[config.mk]
export PLATFORM = sky130hd
export DESIGN_NAME = muldiv_unit
export DESIGN_NICKNAME = d
export VERILOG_FILES = /design/src/rtl/muldiv_pkg.sv /design/src/rtl/iter_div_core.sv /design/src/rtl/muldiv_unit.sv
export SDC_FILE = /design/constraint.sdc
export NUM_CORES = 2
export LEC_CHECK = 0
export CAP_MARGIN = 10
export CORE_MARGIN = 8
export CORE_UTILIZATION = 65
export DETAILED_ROUTE_END_ITERATION = 12
export PLACE_DENSITY = 0.82
export SYNTH_ARGS = -nofsm -noshare
export SYNTH_HDL_FRONTEND = slang
export SYNTH_SLANG_ARGS = --single-unit
[constraint.sdc]
create_clock -name clk -period 21.7 [get_ports clk]
set_input_delay 3.255 -clock clk [delete_from_list [all_inputs] [get_ports clk]]
set_output_delay 3.255 -clock clk [all_outputs]
set_load 0.1 [all_outputs]
[src/rtl/muldiv_pkg.sv]
// Shared types for the M-extension multiply/divide unit.
// Op codes follow the RISC-V funct3 encoding.
package muldiv_pkg;

    typedef enum logic [2:0] {
        OP_MUL    = 3'd0,
        OP_MULH   = 3'd1,
        OP_MULHSU = 3'd2,
        OP_MULHU  = 3'd3,
        OP_DIV    = 3'd4,
        OP_DIVU   = 3'd5,
        OP_REM    = 3'd6,
        OP_REMU   = 3'd7
    } op_e;

    typedef enum logic [1:0] {
        S_IDLE = 2'd0,
        S_MUL  = 2'd1,
        S_DIV  = 2'd2,
        S_DONE = 2'd3
    } state_e;

    function automatic logic is_div(input op_e op);
        return op[2];
    endfunction

endpackage

[src/rtl/iter_div_core.sv]
// Unsigned restoring divider, one quotient bit per clock.
// The first step is taken on the start edge itself, so o_done rises XLEN edges after start.
module iter_div_core #(
    parameter int XLEN = 32
) (
    input  logic            clk,
    input  logic            rst,
    input  logic            i_abort,
    input  logic            i_start,
    input  logic [XLEN-1:0] i_dividend,
    input  logic [XLEN-1:0] i_divisor,
    output logic            o_done,
    output logic [XLEN-1:0] o_quotient,
    output logic [XLEN-1:0] o_remainder
);

    localparam int CW = $clog2(XLEN) + 1;
    localparam logic [CW-1:0] LAST = CW'(XLEN);

    logic [XLEN-1:0] r_rem;
    logic [XLEN-1:0] r_quo;
    logic [XLEN-1:0] r_divisor;
    logic [CW-1:0]   r_count;
    logic            r_active;

    logic [XLEN-1:0] w_rem_src;
    logic [XLEN-1:0] w_quo_src;
    logic [XLEN-1:0] w_dvs;
    logic [XLEN:0]   w_partial;
    logic [XLEN:0]   w_diff;
    logic [XLEN-1:0] w_rem_next;
    logic [XLEN-1:0] w_quo_next;

    always_comb begin
        w_rem_src = i_start ? '0         : r_rem;
        w_quo_src = i_start ? i_dividend : r_quo;
        w_dvs     = i_start ? i_divisor  : r_divisor;
        w_partial = {w_rem_src, w_quo_src[XLEN-1]};
        w_diff    = w_partial - {1'b0, w_dvs};
        // A clear borrow bit means the trial subtraction fits: keep it, shift in a 1.
        if (!w_diff[XLEN]) begin
            w_rem_next = w_diff[XLEN-1:0];
            w_quo_next = {w_quo_src[XLEN-2:0], 1'b1};
        end else begin
            w_rem_next = w_partial[XLEN-1:0];
            w_quo_next = {w_quo_src[XLEN-2:0], 1'b0};
        end
    end

    always_ff @(posedge clk) begin
        if (rst || i_abort) begin
            r_rem     <= '0;
            r_quo     <= '0;
            r_divisor <= '0;
            r_count   <= '0;
            r_active  <= 1'b0;
        end else if (i_start) begin
            r_rem     <= w_rem_next;
            r_quo     <= w_quo_next;
            r_divisor <= i_divisor;
            r_count   <= CW'(1);
            r_active  <= 1'b1;
        end else if (r_active) begin
            if (r_count == LAST) begin
                r_active <= 1'b0;
            end else begin
                r_rem   <= w_rem_next;
                r_quo   <= w_quo_next;
                r_count <= r_count + CW'(1);
            end
        end
    end

    assign o_done      = r_active && (r_count == LAST);
    assign o_quotient  = r_quo;
    assign o_remainder = r_rem;

endmodule

[src/rtl/muldiv_unit.sv]
// Multi-cycle RISC-V M-extension unit with valid/ready handshakes, flush and tag passthrough.
// Divide-by-zero and signed overflow are resolved at accept without running the divider.
module muldiv_unit
    import muldiv_pkg::*;
#(
    parameter int XLEN  = 32,
    parameter int TAG_W = 5
) (
    input  logic             clk,
    input  logic             rst,
    input  logic             flush,
    input  logic             in_valid,
    output logic             in_ready,
    input  logic [2:0]       op,
    input  logic [XLEN-1:0]  operand_a,
    input  logic [XLEN-1:0]  operand_b,
    input  logic [TAG_W-1:0] in_tag,
    output logic             out_valid,
    input  logic             out_ready,
    output logic [XLEN-1:0]  result,
    output logic [TAG_W-1:0] out_tag,
    output logic             busy
);

    localparam logic [XLEN-1:0] MOST_NEG = {1'b1, {(XLEN-1){1'b0}}};

    state_e r_state, w_state_next;

    op_e              r_op;
    logic [XLEN-1:0]  r_a, r_b;
    logic [TAG_W-1:0] r_tag;
    logic             r_neg_q, r_neg_r;
    logic [XLEN-1:0]  r_result;
    logic [TAG_W-1:0] r_out_tag;

    op_e             w_op;
    logic            w_accept;
    logic            w_div_signed;
    logic            w_a_neg, w_b_neg;
    logic [XLEN-1:0] w_a_mag, w_b_mag;
    logic            w_b_zero, w_ovf, w_special;
    logic [XLEN-1:0] w_special_res;
    logic            w_core_start, w_core_done;
    logic [XLEN-1:0] w_core_q, w_core_r;
    logic [XLEN-1:0] w_div_res;

    logic                   w_sa, w_sb;
    logic signed [XLEN:0]   w_a_ext, w_b_ext;
    logic signed [2*XLEN+1:0] w_prod;

    assign w_op     = op_e'(op);
    assign in_ready = (r_state == S_IDLE);
    assign busy     = (r_state != S_IDLE);
    assign out_valid = (r_state == S_DONE);
    assign result   = r_result;
    assign out_tag  = r_out_tag;
    assign w_accept = in_valid && in_ready && !flush;

    // DIV/REM have op[0]=0; the remainder ops have op[1]=1.
    always_comb begin
        w_div_signed  = is_div(w_op) && !w_op[0];
        w_a_neg       = w_div_signed && operand_a[XLEN-1];
        w_b_neg       = w_div_signed && operand_b[XLEN-1];
        w_a_mag       = w_a_neg ? -operand_a : operand_a;
        w_b_mag       = w_b_neg ? -operand_b : operand_b;
        w_b_zero      = (operand_b == '0);
        w_ovf         = w_div_signed && (operand_a == MOST_NEG) && (operand_b == '1);
        w_special     = is_div(w_op) && (w_b_zero || w_ovf);
        w_special_res = '0;
        if (w_op[1]) w_special_res = w_b_zero ? operand_a : '0;
        else         w_special_res = w_b_zero ? '1 : operand_a;
        w_core_start  = w_accept && is_div(w_op) && !w_special;
    end

    iter_div_core #(.XLEN(XLEN)) u_div (
        .clk         (clk),
        .rst         (rst),
        .i_abort     (flush),
        .i_start     (w_core_start),
        .i_dividend  (w_a_mag),
        .i_divisor   (w_b_mag),
        .o_done      (w_core_done),
        .o_quotient  (w_core_q),
        .o_remainder (w_core_r)
    );

    always_comb begin
        w_div_res = '0;
        if (r_op[1]) w_div_res = r_neg_r ? -w_core_r : w_core_r;
        else         w_div_res = r_neg_q ? -w_core_q : w_core_q;
    end

    always_comb begin
        w_sa    = (r_op != OP_MULHU);
        w_sb    = (r_op == OP_MUL) || (r_op == OP_MULH);
        w_a_ext = {w_sa && r_a[XLEN-1], r_a};
        w_b_ext = {w_sb && r_b[XLEN-1], r_b};
        w_prod  = (2*XLEN+2)'(w_a_ext) * (2*XLEN+2)'(w_b_ext);
    end

    always_ff @(posedge clk) begin
        if (rst) r_state <= S_IDLE;
        else     r_state <= w_state_next;
    end

    always_comb begin
        w_state_next = r_state;
        unique case (r_state)
            S_IDLE: if (w_accept) begin
                if (!is_div(w_op))  w_state_next = S_MUL;
                else if (w_special) w_state_next = S_DONE;
                else                w_state_next = S_DIV;
            end
            S_MUL:  w_state_next = S_DONE;
            S_DIV:  if (w_core_done) w_state_next = S_DONE;
            S_DONE: if (out_ready) w_state_next = S_IDLE;
            default: w_state_next = S_IDLE;
        endcase
        if (flush) w_state_next = S_IDLE;
    end

    always_ff @(posedge clk) begin
        if (rst) begin
            r_op      <= OP_MUL;
            r_a       <= '0;
            r_b       <= '0;
            r_tag     <= '0;
            r_neg_q   <= 1'b0;
            r_neg_r   <= 1'b0;
            r_result  <= '0;
            r_out_tag <= '0;
        end else begin
            if (w_accept) begin
                r_op    <= w_op;
                r_a     <= operand_a;
                r_b     <= operand_b;
                r_tag   <= in_tag;
                r_neg_q <= w_a_neg ^ w_b_neg;
                r_neg_r <= w_a_neg;
                if (w_special) begin
                    r_result  <= w_special_res;
                    r_out_tag <= in_tag;
                end
            end
            if (r_state == S_MUL && !flush) begin
                r_result  <= (r_op == OP_MUL) ? w_prod[XLEN-1:0] : w_prod[2*XLEN-1:XLEN];
                r_out_tag <= r_tag;
            end
            if (r_state == S_DIV && w_core_done && !flush) begin
                r_result  <= w_div_res;
                r_out_tag <= r_tag;
            end
        end
    end

endmodule

## Word level (Yosys, flattened, before mapping)

Cells that the tools add are included.

- Flip-flop bits (word level): 216
- Input port bits: 77
- Output and inout bits: 40
- Word-level logic and storage cells: 111

- $add $sub $neg: 6
- $mul: 1
- Eq/ne operators: 12
- Multiplexer cells: 40
- Bitwise gates (word level): 2
- Reduce and logical (&&, ||, !) cells: 35

Operators by type and width:

| kind | count |
|---|---|
| 2-to-1 mux 32 bit | 23 |
| negation 32 bit | 4 |
| equality test 32 bit (second input constant) | 2 |
| multiplier 33 x 33 -> 64 bit | 1 |
| subtractor 33 x 32 -> 33 bit | 1 |
| logical NOT 32 bit | 1 |
| 2-to-1 mux 5 bit | 4 |
| logical AND 1 bit | 16 |
| 2-to-1 mux 1 bit | 8 |
| 2-to-1 mux 2 bit | 4 |
| one-hot mux 2 bit (4 select lines) | 1 |
| adder 6 x 1 -> 6 bit (second input constant) | 1 |
| equality test 6 bit (second input constant) | 1 |
| inequality test 2 x 1 -> 1 bit (second input constant) | 3 |
| AND reduction 2 bit | 3 |
| nonzero test 3 bit | 2 |
| equality test 2 bit (second input constant) | 2 |
| nonzero test 2 bit | 2 |
| OR reduction 2 bit | 2 |
| equality test 3 x 1 -> 1 bit (second input constant) | 1 |
| logical NOT 1 bit | 3 |
| logical NOT 3 bit | 1 |
| logical OR 1 bit | 3 |
| inequality test 3 x 2 -> 1 bit (second input constant) | 1 |
| 6 further kinds | 6 |

## Logic depth before layout (Yosys ltp)

- Depth after elaboration: 14
- Depth in mapped cells: 31
- Gate-level depth less buffers: 29

## Cells and area by module

From an unflattened synthesis, not the netlist that was laid out.

- Cell total of the unflattened synthesis: 6,254
- Area, all modules: 52,574.2 sq um

Modules (own cells, without submodules):

| module | times used | cells each | area an instance (sq um) | seq. area each (sq um) |
|---|---|---|---|---|
| muldiv_unit | 1 | 5,503 | 46,454.6 | 2,262.2 |
| iter_div_core | 1 | 751 | 6,119.6 | 2,062.0 |

## Worst setup path before layout

Ideal clock, no wire load.

- Path type: input-to-reg
- From: in operand_b[17]
- To: reg u_div.r_rem[17] (netlist: u_div.o_remainder[17])
- Library setup time: 0.136 ns
- Arrival time: 8.197 ns
- Required time: 21.564 ns
- Setup slack: 13.367 ns
- Stages: 23
- Path buffers: 3
- Path through: or4_4 or4_4 or4_4 o21ai_2 or2_2 buf_2 buf_2 nand2_1 o21ai_0 ha_1 inv_1 fa_1 a211oi_1 nor2_1 o2111ai_1 a2111o_1 a21oi_1 a311o_1 xor2_2 buf_6 and3_1 a21oi_1 o32ai_2

- Longest elaborated chain between the ends: 12
- Elaborated cells on any way between the ends: 20
- Those cells by class: 2 x add/sub; 2 x eq/ne; 8 x mux; 8 x reduce/logical

RTL lines:

| element | line | RTL |
|---|---|---|
| start, declared | muldiv_unit.sv:16 | `input logic [XLEN-1:0] operand_b,` |
| equality test 32 bit | muldiv_unit.sv:67 | `w_ovf = w_div_signed && (operand_a == MOST_NEG) && (operand_b == '1);` |
| logical AND 1 bit | muldiv_unit.sv:67 |  |
| logical OR 1 bit (*) | muldiv_unit.sv:68 | `w_special = is_div(w_op) && (w_b_zero \|\| w_ovf);` |
| logical AND 1 bit (*) | muldiv_unit.sv:68 |  |
| logical NOT 1 bit (*) | muldiv_unit.sv:72 | `w_core_start = w_accept && is_div(w_op) && !w_special;` |
| logical AND 1 bit (*) | muldiv_unit.sv:72 |  |
| 2-to-1 mux 32 bit (*) | - |  |
| named net u_div.w_dvs[0] | iter_div_core.sv:28 | `logic [XLEN-1:0] w_dvs;` |
| subtractor 33 x 32 -> 33 bit (*) | iter_div_core.sv:39 | `w_diff = w_partial - {1'b0, w_dvs};` |
| 2-to-1 mux 32 bit (*) | iter_div_core.sv:41 | `if (!w_diff[XLEN]) begin` |
| 2-to-1 mux 32 bit | iter_div_core.sv:64 | `if (r_count == LAST) begin` |
| 2-to-1 mux 32 bit | iter_div_core.sv:63 | `end else if (r_active) begin` |
| 2-to-1 mux 32 bit (*) | iter_div_core.sv:57 | `end else if (i_start) begin` |
| end signal, assigned | iter_div_core.sv:58 | `r_rem <= w_rem_next;` |
| end signal, assigned | iter_div_core.sv:67 | `r_rem <= w_rem_next;` |
| end, declared | iter_div_core.sv:20 | `logic [XLEN-1:0] r_rem;` |

Mark *: on every way through the listed nets, which the timed path passes. The rest lies on a longest branch. The select of a mux whose other input is x is not followed.
A chain may end at the register's enable or synchronous reset.

## Worst setup path in the final report

- From: in operand_a[2]
- To: reg u_div.r_rem[27] (netlist: u_div.o_remainder[27])

- Longest elaborated chain between the ends: 13
- Elaborated cells on any way between the ends: 20
- Those cells by class: 2 x add/sub; 2 x eq/ne; 8 x mux; 8 x reduce/logical

RTL lines:

| element | line | RTL |
|---|---|---|
| start, declared | muldiv_unit.sv:15 | `input logic [XLEN-1:0] operand_a,` |
| equality test 32 bit (*) | muldiv_unit.sv:67 |  |
| logical AND 1 bit (*) (2 in a row) | muldiv_unit.sv:67 |  |
| logical OR 1 bit (*) | muldiv_unit.sv:68 |  |
| logical AND 1 bit (*) | muldiv_unit.sv:68 |  |
| logical NOT 1 bit (*) | muldiv_unit.sv:72 |  |
| logical AND 1 bit (*) | muldiv_unit.sv:72 |  |
| 2-to-1 mux 32 bit (*) | - |  |
| named net u_div.w_dvs[0] | iter_div_core.sv:28 |  |
| subtractor 33 x 32 -> 33 bit (*) | iter_div_core.sv:39 |  |
| 2-to-1 mux 32 bit (*) | iter_div_core.sv:41 |  |
| 2-to-1 mux 32 bit | iter_div_core.sv:64 |  |
| 2-to-1 mux 32 bit | iter_div_core.sv:63 |  |
| 2-to-1 mux 32 bit (*) | iter_div_core.sv:57 |  |

Marked as above.

==> impl_results.md <==
- Filler instances: around 6200
- Total Routed Length: approximately 150 mm
- Largest net degree at the start of global routing: just under 90
- Pwr Density: a little over 30 nW/um^2
- Die area: 89230 sq um
- Worst rel slew slack: 18.40%
- Synth warn: 0
- # DRC: 0
- Yosys reg bits: 216
- Synth Net Count: ~7700
- FMAX: between 0.08 and 0.09 GHz
- Fin Setup TNS: 0 ps
- Initial Util: between 60% and 70%
- Crit Path Max Fanout: 86
- Routed length per instance: around 21 um
- Number of synthesized flops with an enable pin: 0
- Arr. time, crit path: 11670 ps
- Top-Level Pins: ~120
- Sequential area share after synthesis: under 10%
- Total setup buffers inserted after CTS: 0
- Mean Syn Cell Area: 8.389 sq um
- Worst Path Required: roughly 22000 ps
- GPL Wtd Cong: 1.039
- Post-CTS Hold Fix Bufs: 0
- Clock Latency Late Sink: around 550 ps
- Crit path kind: in2reg
- Max-cap violations: 0
- Fin. Hold Viols: 0
- RSZ-0062 raised after global routing: no
- # diodes: 0
- Tot GR Track Use: 34.61%
- Vias: around 43000
- Congestion Overflow GR: 0
- Die H: approximately 300 um
- Vias/cell: 6.013
- Worst-Margin Slew: about 1200 ps
- Syn Std Cell Area: just over 50000 sq um
- First-pass GRT wire length: approximately 250 mm
- Seq. cell area: around 4300 sq um
- Buffers on Ports: ~120
- Clock transition at path regs: about 60 ps
- Final Max Tran Viols: 0
- Area Growth Syn to Fin: 4.865%
- DR pass1 iterations: 8
- Post-synth top flop: dfxtp_1
- CTS sink cnt: 216
- Crit path time final: approximately 11000 ps
- Initial antenna violation count: 0
- DRT iter0 DRCs: roughly 3700
- Site Rows: ~100
- Die W: roughly 300 um
- Clock Tree Root: clkbuf_16
- Async SR Flop Fraction: 0%
- Peak VDD IR: roughly 0.063 mV
- Post-cts resize count: 0
- Worst hold-check path type: reg2reg
- Lkg Pwr: ~25 nW
- Part of the cycle the worst path needs: between 50% and 60%
- Worst hold slack: between 400 and 500 ps
- Startpoint types: primary input
- Critical path's slowest cell: buf_4
- Worst Setup End Kind: flip-flop
- Multi-input gate area: between 40000 and 50000 sq um
- CTS tree: yes
- Area of the core: 79000 sq um
- Vias in the first global route: about 46000
- H-tree depth: 1
- Unique masters post-synth: between 80 and 90
- Outcome: complete, no violations
- Layout Skew: approximately 15 ps
- Final setup fails: 0
- Final nets: about 7500
- Clk buf depth: 3
- Placed wire-length estimate: around 120 mm
- Post-Syn Instances: 6193
- Cell Chain, Critical Path: clkdlybuf4s50_1 -> or4_1 -> nor4_2 -> nand4b_1 -> o21ai_2 -> or2_4 -> buf_4 -> o21ai_0 -> ha_1 -> inv_1 -> fa_1 -> a211oi_1 -> nor2_1 -> o2111ai_1 -> a2111o_1 -> a21oi_1 -> a311o_1 -> xor2_4 -> buf_4 -> a21oi_1 -> o22ai_1 -> o211a_1
- Setup WS post-layout: approximately 11000 ps
- Crit path largest cell delay: 780 ps
- Routed Antenna Nets: 0
- Num CTS Buffers: 26
- Share of cells above drive strength 1: 3.121%
- Pre-CTS setup slack: 10160 ps
-- per-layer routing --
| layer | wire length [um] | track usage (%) | vias to the layer above |
|---|---|---|---|
| li1 | - | - | 18450 |
| met1 | 57780 | 44.47 | 21610 |
| met2 | 73060 | 57.51 | 2157 |
| met3 | 13090 | 5.386 | 503 |
| met4 | 8612 | 16.56 | 0 |
| met5 | 0 | 0 | - |
-- cells in the mapped netlist, drive strengths merged, types with 5 or more instances --
master,number,area [sq um]
dfxtp,216,4324
nand3,24,120.1
o211ai,19,142.6
clkbuf,346,1299
or2,19,118.9
ha,255,3191
nand4,31,193.9
o21bai,12,90.09
xor2,102,900.9
nand3b,5,37.54
nor2b,10,62.56
a222oi,11,110.1
nor4,19,146.4
a22oi,16,120.1
a221oi,9,78.83
inv,1227,4606
or3,22,137.6
o21ai,161,809.5
nand2,1158,4349
o21a,13,97.59
xnor2,117,1025
nand2b,14,87.58
fa,1126,22540
a31oi,19,118.9
nor2,254,955.9
mux2i,10,100.1
a311oi,35,306.5
or4,17,138.9
a211oi,28,210.2
and3,25,156.4
nor3b,6,45.04
a21o,45,337.8
o221ai,5,43.79
and2,319,1996
nor3,40,200.2
o41ai,16,140.1
a21boi,11,86.33
a21oi,293,1466
buf,35,188.9
o31ai,28,220.2
o22ai,18,112.6
-- kinds of logic after synthesis --
kind of cell | after synthesis | synth area share (%)
muxes | 12 | 0.2360
xor gates and xnor gates | 219 | 3.706
AOI/OAI and AO/OA | 782 | 9.426
buffers and inverters | 1608 | 11.73
DFF | 216 | 8.323
adders and majority gates | 1381 | 49.53
and+or+nand+nor | 1975 | 17.05
-- path summary, 6_finish.rpt --
check / start / endpoint / slack [ps] / depth (start not counted)
setup / recovery: operand_a[2] / u_div.o_remainder[27] / 10520 / 22
hold / removal: r_tag[3] / r_tag[3] / 460 / 2
setup reg to reg: r_op[1] / result[31] / 12100 / 30
hold reg to reg: r_tag[3] / r_tag[3] / 460 / 2
-- state kept, by name, indices dropped and copies added (netlist names), 5 cells and up --
register           cells
out_tag                5
r_a                   32
r_b                   32
r_tag                  5
result                32
u_div.o_quotient      32
u_div.o_remainder     32
u_div.r_count          6
u_div.r_divisor       32
-- placed cells by master (no fill, tap or decap), types with 11 or more instances in the layout --
master           count
inv_1             1227
nand2_1           1157
fa_1              1126
and2_1             317
a21oi_1            293
ha_1               255
nor2_1             250
dfxtp_1            203
o21ai_0            156
xnor2_1            117
clkdlybuf4s50_1    112
xor2_1             101
buf_4               83
a21o_1              45
nor3_1              40
a311oi_1            35
nand4_1             31
a211oi_1            28
clkbuf_16           27
o31ai_1             26
and3_1              25
nand3_1             24
or3_1               22
o211ai_1            19
a31oi_1             19
o22ai_1             18
nor4_1              16
or2_2               16
o41ai_1             16
a22oi_1             16
or4_1               14
nand2b_1            14
o21a_1              13
dfxtp_2             13
o21bai_1            12
a222oi_1            11
-- area by class of cell --
cell class,count,area share (%)
timing repair buffer,196,3.222
inverter,1227,8.454
clock inverter,13,0.2457
clock buffer,34,1.399
tap,1050,2.411
sequential,216,7.967
multi-input combinational,4369,76.30
-- per-stage QoR --
step	power, mW	utilization, %	std cells	area (sq um)
final	1.697	68.96	7105	54480
after global routing	1.792	68.96	7105	54480
after CTS	1.687	68.95	7104	54470
after detailed placement	1.225	67.81	7057	53570
after global placement	1.211	67.81	7057	53570
after floorplan	0.9702	-	6193	51950
-- critical path: cells and delay by family --
kind | cells | cell delay [ps]
fa+ha+maj | 2 | 550
compound gates | 10 | 2770
simple gates | 5 | 2760
xor+xnor | 1 | 440
buf+inv | 4 | 1840
-- power breakdown --
group / switching [mW] / leakage [nW] / internal [mW]
sequential: 0.0240 / 1.76 / 0.409
combinational: 0.525 / 23.1 / 0.275
clock: 0.191 / 0.438 / 0.272
total: 0.741 / 25.3 / 0.957
(Power assumes the default switching activity.)
